==> src/rtl/set_mode_ctrl.sv <==
// Front-panel controller: synchronises and debounces the MODE/SEL/INC
// buttons, runs the RUN/EDIT mode FSM and issues per-field increment
// strobes (with auto-repeat) to the time/date counters.

// One button: 2-FF synchroniser, stability-count debounce, press-edge detect.
module smc_btn #(
    parameter int DEBOUNCE_CYCLES = 500000
) (
    input  logic clk,
    input  logic rst_n,
    input  logic raw_n,
    output logic level,
    output logic press
);
    localparam int CW = $clog2(DEBOUNCE_CYCLES + 1);

    logic [1:0]    sync_n;
    logic [CW-1:0] cnt;
    logic          level_q;

    // Count consecutive cycles the synced level disagrees with the accepted one;
    // any agreement restarts the count, so short glitches never get through.
    always_ff @(posedge clk or negedge rst_n) begin
        if (!rst_n) begin
            sync_n  <= 2'b11;
            cnt     <= '0;
            level   <= 1'b0;
            level_q <= 1'b0;
        end else begin
            sync_n  <= {sync_n[0], raw_n};
            level_q <= level;
            if (!sync_n[1] != level) begin
                if (cnt == CW'(DEBOUNCE_CYCLES - 1)) begin
                    level <= !level;
                    cnt   <= '0;
                end else begin
                    cnt <= cnt + CW'(1);
                end
            end else begin
                cnt <= '0;
            end
        end
    end

    assign press = level & ~level_q;
endmodule

module set_mode_ctrl #(
    parameter int DEBOUNCE_CYCLES = 500000,
    parameter int HOLD_CYCLES     = 25000000,
    parameter int REPEAT_CYCLES   = 5000000,
    parameter int TIMEOUT_SEC     = 30
) (
    input  logic       clk,
    input  logic       rst_n,
    input  logic       btn_mode_n,
    input  logic       btn_sel_n,
    input  logic       btn_inc_n,
    input  logic       sec_tick,
    output logic       smh_dmy,
    output logic       dem_chinh,
    output logic [1:0] blink_led,
    output logic [5:0] inc_pulse
);
    localparam int NB   = 3;
    localparam int RMAX = (HOLD_CYCLES > REPEAT_CYCLES) ? HOLD_CYCLES : REPEAT_CYCLES;
    localparam int RW   = $clog2(RMAX + 1);
    localparam int TW   = $clog2(TIMEOUT_SEC + 1);

    typedef enum logic {RUN, EDIT} state_t;

    logic [NB-1:0] raw_n;
    logic [NB-1:0] deb;
    logic [NB-1:0] ev;
    logic          unused_deb;

    state_t        state;
    logic [TW-1:0] tmo;
    logic          rpt_on;
    logic          rpt_hold;
    logic [RW-1:0] rpt_cnt;

    logic ev_mode, ev_sel, ev_inc, any_ev, tmo_hit, rpt_hit;

    assign raw_n      = {btn_inc_n, btn_sel_n, btn_mode_n};
    assign unused_deb = &{1'b0, deb[1:0]};

    for (genvar b = 0; b < NB; b++) begin : g_btn
        smc_btn #(.DEBOUNCE_CYCLES(DEBOUNCE_CYCLES)) u_btn (
            .clk   (clk),
            .rst_n (rst_n),
            .raw_n (raw_n[b]),
            .level (deb[b]),
            .press (ev[b])
        );
    end

    // MODE beats SEL beats INC; losers in the same cycle are dropped.
    assign ev_mode = ev[0];
    assign ev_sel  = ev[1] & ~ev[0];
    assign ev_inc  = ev[2] & ~ev[1] & ~ev[0];
    assign any_ev  = |ev;
    assign tmo_hit = tmo >= TW'(TIMEOUT_SEC - 1);
    assign rpt_hit = rpt_hold ? (rpt_cnt == RW'(HOLD_CYCLES)) : (rpt_cnt == RW'(REPEAT_CYCLES));

    // Selected field -> one-hot counter strobe.
    function automatic logic [5:0] field_strobe(input logic dmy, input logic [1:0] fld);
        case ({dmy, fld})
            3'b0_01: field_strobe = 6'b000100;
            3'b0_10: field_strobe = 6'b000010;
            3'b0_11: field_strobe = 6'b000001;
            3'b1_01: field_strobe = 6'b001000;
            3'b1_10: field_strobe = 6'b010000;
            3'b1_11: field_strobe = 6'b100000;
            default: field_strobe = 6'b000000;
        endcase
    endfunction

    // Mode FSM with registered outputs, edit timeout and inc auto-repeat.
    // The repeat counter keeps its cadence even when a strobe is suppressed by
    // a same-cycle event or timeout, so the repeat phase never drifts.
    always_ff @(posedge clk or negedge rst_n) begin
        if (!rst_n) begin
            state     <= RUN;
            smh_dmy   <= 1'b0;
            dem_chinh <= 1'b0;
            blink_led <= 2'b00;
            inc_pulse <= 6'b0;
            tmo       <= '0;
            rpt_on    <= 1'b0;
            rpt_hold  <= 1'b0;
            rpt_cnt   <= '0;
        end else begin
            inc_pulse <= 6'b0;
            if (rpt_on) begin
                if (rpt_hit) begin
                    rpt_cnt  <= RW'(1);
                    rpt_hold <= 1'b0;
                end else begin
                    rpt_cnt <= rpt_cnt + RW'(1);
                end
            end
            if (!deb[2]) rpt_on <= 1'b0;

            case (state)
                RUN: begin
                    if (ev_mode) begin
                        smh_dmy <= !smh_dmy;
                    end else if (ev_sel) begin
                        state     <= EDIT;
                        dem_chinh <= 1'b1;
                        blink_led <= 2'b01;
                        tmo       <= '0;
                    end
                end
                EDIT: begin
                    if (any_ev) tmo <= '0;
                    if (ev_mode) begin
                        smh_dmy   <= !smh_dmy;
                        blink_led <= 2'b01;
                    end else if (ev_sel) begin
                        if (blink_led == 2'b11) begin
                            state     <= RUN;
                            dem_chinh <= 1'b0;
                            blink_led <= 2'b00;
                            rpt_on    <= 1'b0;
                        end else begin
                            blink_led <= blink_led + 2'b01;
                        end
                    end else if (ev_inc) begin
                        inc_pulse <= field_strobe(smh_dmy, blink_led);
                        rpt_on    <= 1'b1;
                        rpt_hold  <= 1'b1;
                        rpt_cnt   <= RW'(1);
                    end else if (sec_tick && tmo_hit) begin
                        state     <= RUN;
                        dem_chinh <= 1'b0;
                        blink_led <= 2'b00;
                        rpt_on    <= 1'b0;
                        tmo       <= '0;
                    end else begin
                        if (sec_tick) tmo <= tmo + TW'(1);
                        if (rpt_on && deb[2] && rpt_hit)
                            inc_pulse <= field_strobe(smh_dmy, blink_led);
                    end
                end
                default: state <= RUN;
            endcase
        end
    end
endmodule

==> config.mk <==
export PLATFORM = sky130hd
export DESIGN_NAME = set_mode_ctrl
export DESIGN_NICKNAME = d
export VERILOG_FILES = /design/src/rtl/set_mode_ctrl.sv
export SDC_FILE = /design/constraint.sdc
export NUM_CORES = 1
export LEC_CHECK = 0
export BUFFER_PORTS_ARGS = -buffer_cell sky130_fd_sc_hd__buf_2
export CAP_MARGIN = 15
export CORE_ASPECT_RATIO = 2
export CORE_MARGIN = 2
export CORE_UTILIZATION = 62
export CTS_CLUSTER_SIZE = 8
export DETAILED_ROUTE_END_ITERATION = 7
export PLACE_DENSITY = 0.8
export REMOVE_ABC_BUFFERS = 1
export SLEW_MARGIN = 20
export SYNTH_ARGS = -nofsm -noshare
export SYNTH_HDL_FRONTEND = slang
export SYNTH_SLANG_ARGS = --single-unit
==> constraint.sdc <==
create_clock -name clk -period 2.6 [get_ports clk]
set_clock_uncertainty 0.2 [all_clocks]
set_input_delay 0.13 -clock clk [delete_from_list [all_inputs] [get_ports clk]]
set_output_delay 0.13 -clock clk [all_outputs]
set_load 0.005 [all_outputs]
* Yosys cells after proc, flatten, opt, wreduce, memory -nomap -nowiden *
Cells that the tools add are included.

word-level totals
  flip-flop bits (word level) = 112
  input port bits = 6
  output and inout port bits = 10
  word-level logic and storage cells = 147

cells by class
  add/sub/neg operators = 6
  order comparisons = 1
  equal/unequal tests = 23
  muxes and demuxes = 67
  bitwise gates (word level) = 12
  reduce and logical (&&, ||, !) cells = 17

operators by type and width
  cell                                                      number
  two-way mux 25 bit                                        6
  two-way mux 19 bit                                        6
  adder 19 x 1 -> 19 bit, second input constant             3
  == test 19 bit, second input constant                     3
  two-way mux 5 bit                                         8
  two-way mux 6 bit                                         6
  one-hot mux 6 bit (6 select lines)                        1
  two-way mux 1 bit                                         29
  adder 25 x 1 -> 25 bit, second input constant             1
  == test 25 x 23 -> 1 bit, second input constant           1
  == test 25 bit, second input constant                     1
  two-way mux 2 bit                                         7
  one-hot mux 5 bit (2 select lines)                        1
  == test 3 bit, second input constant                      3
  AND reduction 2 bit                                       4
  zero test 1 bit                                           7
  bitwise AND 1 bit                                         6
  == test 3 x 2 -> 1 bit, second input constant             2
  inequality test 2 bit, second input constant              3
  NOT 1 bit                                                 6
  AND reduction 6 bit                                       1
  adder 5 x 1 -> 5 bit, second input constant               1
  greater-or-equal comparator 5 bit, second input constant  1
  inequality test 4 x 1 -> 1 bit, second input constant     1
  13 further kinds                                          18

* Logic depth before layout (Yosys ltp) *
Gate-level depths: netlist of run 1.

  depth after elaboration = 10
  depth in mapped cells = 7
  gate-level depth less buffers = 6

* Modules after synthesis *
From an unflattened synthesis of run 1, not the netlist that was laid out.

unflattened totals
  cells, all modules = 556
  area, all modules = 5,755.5 µm²

by module, submodules not included
  module                        times used  cells an instance  area an instance (µm²)  sequential area each (µm²)
  smc_btn (g_btn[0].u_btn ...)  2           110                1,152.4                 578.1
  set_mode_ctrl                 1           226                2,269.7                 1,076.0
  smc_btn (g_btn[2].u_btn)      1           110                1,181.1                 578.1

* Worst setup path before layout of run 1 *
No wires, ideal clock.

  kind = register -> register
  start point = register g_btn[2].u_btn.cnt[5]
  end point = register g_btn[2].u_btn.cnt[10]
  setup time = 119 ps
  data arrival time = 1,984 ps
  required time = 2,281 ps
  setup slack = 297 ps
  cell stages (with the launch flop) = 7
  buffers on the path = 2
  clock period less this slack = 2,303 ps
  cells stage by stage = dfrtp_1 > buf_2 > or4_1 > or4_4 > o21ai_4 > buf_4 > nor2_1

on the way
  longest elaborated chain between the ends = 3
  elaborated cells on any way between the ends = 4
  classes of those cells = 1 x add/sub; 1 x eq/ne; 2 x mux

RTL lines
  item                                                      line    source
  start, declared                                           18      logic [CW-1:0] cnt;
  start signal, assigned                                    37      cnt <= cnt + CW'(1);
  adder 19 x 1 -> 19 bit or == test 19 bit (tied branches)  37, 33
  two-way mux 19 bit (*)                                    33      if (cnt == CW'(DEBOUNCE_CYCLES - 1)) begin
  two-way mux 19 bit (*)                                    32      if (!sync_n[1] != level) begin

Every way passes the cells marked *; elsewhere a longest branch is shown, timed or not.
A chain may end at the register's enable or synchronous reset.

* Final worst setup path of run 1 *
  start point = register g_btn[2].u_btn.cnt[6]
  end point = register g_btn[2].u_btn.cnt[10]

Same word-level chain as after synthesis.

==> results of run 1 <==
==> cell type report <==
cell class	count	area, µm²	share of cell area (%)
multi-input cells	428	2750	43.9
well taps	102	128	2.04
flip-flops and latches	112	2810	44.8
clock inverters	3	22.5	0.359
repair buffers	30	213	3.39
clock buffers	13	260	4.15
inverters	22	82.6	1.32
==> registers in the layout, summed over array words and instances (netlist names), 2 cells and up <==
name / count
g_btn.u_btn.cnt: 57
rpt_cnt: 25
g_btn.u_btn.sync_n: 6
inc_pulse: 6
tmo: 5
g_btn.u_btn.level: 3
g_btn.u_btn.level_q: 3
blink_led: 2
==> cells in the mapped netlist (18+ instances only) <==
library cell | count | area, µm²
or3_1 | 20 | 125
a21oi_1 | 22 | 110
nand4_1 | 27 | 169
nor3_1 | 20 | 100
xnor2_1 | 32 | 280
nor4_1 | 18 | 113
nor2_1 | 49 | 184
dfrtp_1 | 106 | 2650
nand2_1 | 38 | 143
nand3_1 | 30 | 150
inv_1 | 22 | 82.6
o21ai_0 | 24 | 120
or4_1 | 18 | 135
==> worst max-delay path by stage <==
stage | end | slack (ps) | depth (start not counted)
final | g_btn[2].u_btn.cnt[10] | 150 | 4
after global routing | g_btn[2].u_btn.cnt[8] | 40 | 4
after CTS | g_btn[2].u_btn.cnt[10] | 160 | 4
after detailed placement | g_btn[2].u_btn.cnt[8] | 160 | 4
after global placement | g_btn[2].u_btn.cnt[3] | 230 | 4
after floorplan | rpt_hold | -410 | 4
==> metal layers <==
metal  up-vias  GRT usage, %  wire, µm
met5         -             0         0
met4         0          15.7       618
met3        53          3.96       365
met2       111          49.5      7120
met1      2237          28.3      4460
li1       2196             -         -
==> cells by family (layout without fill, tap and decap cells) <==
family,Yosys count,after routing,share of synthesized area [%]
AND/OR/NAND/NOR,269,269,26.3
flip-flops,112,112,48.7
AO/OA/AOI/OAI,98,98,11.3
XOR/XNOR,49,49,7.44
buffers and inverters,46,68,3.71
adder cells (fa/ha/maj),11,11,2.38
multiplexers,1,1,0.173
==> repair_timing <==
item                      4_1_cts  5_1_grt
setup buffers                   0        0
hold endpoints to repair       49        0
hold buffers                    4        0
==> stage by stage <==
step	TNS, ps	utilization (%)	total power, mW	instance area [µm²]	std cells
floorplan	-6440	-	2.18	5640	562
global placement	0	66.0	2.32	5950	690
detailed placement	0	66.0	2.34	5950	690
CTS	0	69.6	3.65	6270	710
global route	0	69.6	3.78	6270	710
finish	0	69.6	3.63	6270	710
==> worst min-delay path: stages <==
cell     delay [ps]
buf_2           140
nor4b_1         150
a21o_1          150
==> report_power, final <==
| part | total, mW | switching, mW | internal, mW |
|---|---|---|---|
| combinational | 0.388 | 0.226 | 0.162 |
| sequential | 1.92 | 0.100 | 1.82 |
| clock | 1.32 | 0.607 | 0.709 |
| total | 3.63 | 0.934 | 2.69 |
==> impl_metrics.json, run 1 <==
{
  "setup_ws_ps": 153,
  "netlist_area_mm2": 0.00577,
  "die-area_mm2": 0.0101,
  "cp_max_fo": 18,
  "grt_usage_pct": 27.1,
  "final_layout_size_suffix_gt1_share_pct": 10.7,
  "cts_max_path_buffers": 2,
  "status": "finished clean",
  "finalNetCount": 620,
  "cpMaxStageDelayCell": "or4_4",
  "avgSynthCellArea_um2": 9.85,
  "slew_viol_final": 0,
  "io_pins": 16,
  "p_leak_nw": 2.50,
  "cts.sinks": 112,
  "critical_path_class": "register to register",
  "yosys_warnings": 0,
  "synth_edf_count": 0,
  "antenna_found_initial": 0,
  "fp-row-count": 49,
  "final_common_cell": "dfrtp_1",
  "drv_cap": 0,
  "path_buf_inv": 0,
  "hp-class": "primary input to register",
  "crit_path_start": "g_btn[2].u_btn.cnt[6]",
  "rsz0062_at_grt": "no",
  "holdPathEnd": "tmo[1]",
  "peakVddDrop_v": 0.000460,
  "worst_pin_slew_ps": 648,
  "startpoint_type": "register",
  "power_density_mw_per_mm2": 579,
  "avgRoutedWirePerCell_um": 17.7,
  "start_util_pct": 64.0,
  "ys_ff_latch": 112,
  "routabilityCongestion": 0.947,
  "dpl_worst_slack_ps": 161,
  "fmax_mhz": 409,
  "drt_iter0_markers": 248,
  "synth_flop_cell": "dfrtp_1",
  "totalWireLength_mm": 12.6,
  "min_period_over_period_pct": 94.1,
  "grt_overflow": 0,
  "antenna_left": 0,
  "cp.arrival_ps": 2450,
  "area_growth_pct": 8.61,
  "synth_cells": 586,
  "max_stage_delay_ps": 570,
  "r2r-start": "g_btn[2].u_btn.cnt[6]",
  "die_width_um": 72.2,
  "die_y_um": 140,
  "ff2ff_path_depth": 4,
  "cp.required_ps": 2610,
  "hold-path-cell-count": 3,
  "setup_viol": 0,
  "dp_hpwl_mm": 9.24,
  "critPathTopFamily": "simple AND/OR/NAND/NOR gates",
  "io_buffers": 15,
  "end_kind": "register",
  "regToRegEndpoint": "g_btn[2].u_btn.cnt[10]",
  "core_area_mm2": 0.00901,
  "drc": 0,
  "first_pass_iters": 4,
  "cts_buffers": 9,
  "worstHoldStart": "sec_tick",
  "cts_max_level": 3,
  "vias": 4597,
  "grt_max_degree": 50,
  "post_cts_resized": 0,
  "ys_seq_area_share_pct": 48.7,
  "period_needed_ps": 2450,
  "ys_async_sr_fraction_pct": 100,
  "hold_viol": 0,
  "fillerInstances": 701,
  "slew_headroom_pct": 56.7,
  "grt_pass1_vias": 4781,
  "clk_pin_slew_worst_paths_ps": 70,
  "cts_tree": "yes",
  "clk_latency_ps": 350,
  "r2r_setup_slack_ps": 150,
  "cts_root_buf": "clkbuf_16",
  "whs_ps": 60.7,
  "path_cells": "or4_1, or4_4, o21ai_4, nor2_1",
  "mostFrequentLayoutCells": "106 x dfrtp_1, 49 x nor2_1, 38 x nand2_1, 32 x xnor2_1, 30 x nand3_1",
  "antenna_cells": 0,
  "grt_first_pass_wirelength_mm": 21.8,
  "ys_types": 62,
  "viasPerCell": 6.47
}
No activity file was read; power rests on OpenSTA's default activity.
==> run 2, diff against run 1 <==
--- a/config.mk
+++ b/config.mk
@@ -10,9 +10,11 @@
 export CORE_ASPECT_RATIO = 2
 export CORE_MARGIN = 2
 export CORE_UTILIZATION = 62
+export CTS_CLUSTER_DIAMETER = 60
 export CTS_CLUSTER_SIZE = 8
 export DETAILED_ROUTE_END_ITERATION = 7
-export PLACE_DENSITY = 0.8
+export PLACE_DENSITY = 0.79
+export RECOVER_POWER = 50
 export REMOVE_ABC_BUFFERS = 1
 export SLEW_MARGIN = 20
 export SYNTH_ARGS = -nofsm -noshare
==> run 2 against run 1 <==
Count of clock-buffer cells in the layout fell by 1. Clock power increased by 3%. Non-clock buffer count increased by 1. Sequential power about the same. Critical path depth stayed put. First-iteration DRC count fell by 11%. Via count rose by 0.24%. Fmax is 0.50% higher. Routed wire length is 0.87% higher. Core utilization about the same. Critical path type unchanged. Largest power group unchanged.
==> impl_metrics.json, run 2 (synthesis gave the netlist of run 1 again) <==
{
  "min_period_over_period_pct": 93.6,
  "critical_path_class": "register to register",
  "p_sw_mw": 0.941,
  "grt_max_degree": 46,
  "die-area_mm2": 0.0101,
  "whs_ps": 44.1,
  "cpMaxStageDelayCell": "or4_4",
  "clk_pin_slew_worst_paths_ps": 70,
  "sw_frac_of_total_pct": 25.7,
  "post_cts_resized": 0,
  "die_y_um": 140,
  "die_width_um": 72.2,
  "fmax_mhz": 411,
  "grt_overflow": 0,
  "max_stage_delay_ps": 570,
  "antenna_cells": 0,
  "cp_max_fo": 18,
  "final_common_cell": "dfrtp_1",
  "pwr-share-clk_pct": 37.1,
  "power_density_mw_per_mm2": 584,
  "path_cells": "or4_1, or4_4, o21ai_4, nor2_1",
  "worst_pin_slew_ps": 1070,
  "status": "finished clean",
  "cts_root_buf": "clkbuf_16",
  "cts.sinks": 112,
  "place_inst": 691,
  "vias": 4608,
  "area_growth_pct": 8.54,
  "drc": 0,
  "io_pins": 16,
  "combPwrFrac_pct": 10.3,
  "peakVddDrop_v": 0.000428,
  "end_kind": "register",
  "final_layout_size_suffix_gt1_share_pct": 9.69,
  "stdcell_count": 711,
  "hold_viol": 0,
  "cts_max_path_buffers": 2,
  "finalNetCount": 621,
  "largest_reg_flops": 57,
  "period_needed_ps": 2430,
  "cts_tree": "yes",
  "viasPerCell": 6.48,
  "p_int_mw": 2.72,
  "drv_cap": 0,
  "path_buf_inv": 0,
  "fillerInstances": 700,
  "io_buffers": 15,
  "p_leak_nw": 2.46,
  "start_util_pct": 64.0,
  "slew_viol_final": 0,
  "grt_usage_pct": 27.4,
  "first_pass_iters": 4,
  "seqCellArea_mm2": 0.00281,
  "fp-row-count": 49,
  "multi_input_area_mm2": 0.00275,
  "mostFrequentLayoutCells": "106 x dfrtp_1, 49 x nor2_1, 38 x nand2_1, 32 x xnor2_1, 30 x nand3_1",
  "cp.arrival_ps": 2450,
  "avgRoutedWirePerCell_um": 17.8,
  "p_total_mw": 3.66,
  "largest-register": "g_btn.u_btn.cnt",
  "top_regs": "g_btn.u_btn.cnt x57, rpt_cnt x25",
  "clk_latency_ps": 350,
  "hp-class": "primary input to register",
  "rsz0062_at_grt": "no",
  "routabilityCongestion": 0.959,
  "core_area_mm2": 0.00901,
  "antenna_found_initial": 0,
  "cts_max_level": 3,
  "setup_viol": 0,
  "grt_first_pass_wirelength_mm": 21.8,
  "antenna_left": 0,
  "cts_buffers": 9,
  "critPathTopFamily": "simple AND/OR/NAND/NOR gates",
  "dp_hpwl_mm": 9.37,
  "totalWireLength_mm": 12.7,
  "cp.required_ps": 2610,
  "drt_iter0_markers": 220,
  "grt_pass1_vias": 4689,
  "seqPwrFrac_pct": 52.6,
  "slew_headroom_pct": 28.9,
  "startpoint_type": "register"
}
run 2: path summary, 6_finish.rpt:
path | to | depth (start not counted) | slack [ps] | from
max in group asynchronous | g_btn[0].u_btn.cnt[16] | 3 | 620 | rst_n
worst min-delay path | tmo[0] | 3 | 40 | sec_tick
worst max register to register | g_btn[2].u_btn.cnt[2] | 4 | 170 | g_btn[2].u_btn.cnt[6]
worst min register to register | g_btn[0].u_btn.sync_n[1] | 0 | 160 | g_btn[0].u_btn.sync_n[0]
worst max-delay path | g_btn[2].u_btn.cnt[2] | 4 | 170 | g_btn[2].u_btn.cnt[6]
min in group asynchronous | inc_pulse[2] | 2 | 310 | rst_n
run 2: what timing repair did:
action,4_1_cts,5_1_grt
setup endpoints to repair,0,0
hold endpoints to repair,46,0
setup buffers,0,0
hold buffers,4,0
run 2: power groups by stage:
stage	Clock, mW	Combinational (mW)	Sequential [mW]
6_report	1.36	0.378	1.92
5_1_grt	1.44	0.437	1.93
4_1_cts	1.39	0.390	1.92
3_5_place_dp	0	0.384	1.95
3_3_place_gp	0	0.368	1.95
2_1_floorplan	0	0.255	1.93
run 2: worst min-delay path: cells and delay by family:
kind / cells / cell delay (ps)
AOI/OAI and AO/OA: 1 / 150
buffers and inverters: 1 / 140
and+or+nand+nor: 1 / 140
run 2: per-layer routing:
layer	wire length (µm)	share of wire (%)	global-route usage [%]	up-vias
met2	7310	58	51.6	96
li1	-	-	-	2200
met1	4540	36	28.0	2268
met5	0	0	0	-
met3	288	2.3	3.81	44
met4	530	4.2	13.9	0
run 2: area by class of cell:
type                    instances  area share (%)
clock buffers                  12            4.25
multi-input cells             428            43.9
flip-flops and latches        112            44.9
clock inverters                 4           0.539
inverters                      22            1.32
repair buffers                 31            3.06
well taps                     102            2.04
run 2: stage by stage:
stage	setup slack, ps	utilization, %	instance area, µm²	TNS (ps)
floorplan	-406	-	5640	-6440
global placement	243	66.1	5950	0
detailed placement	173	66.1	5950	0
CTS	153	69.8	6290	0
global route	44.1	69.5	6260	0
finish	165	69.5	6260	0
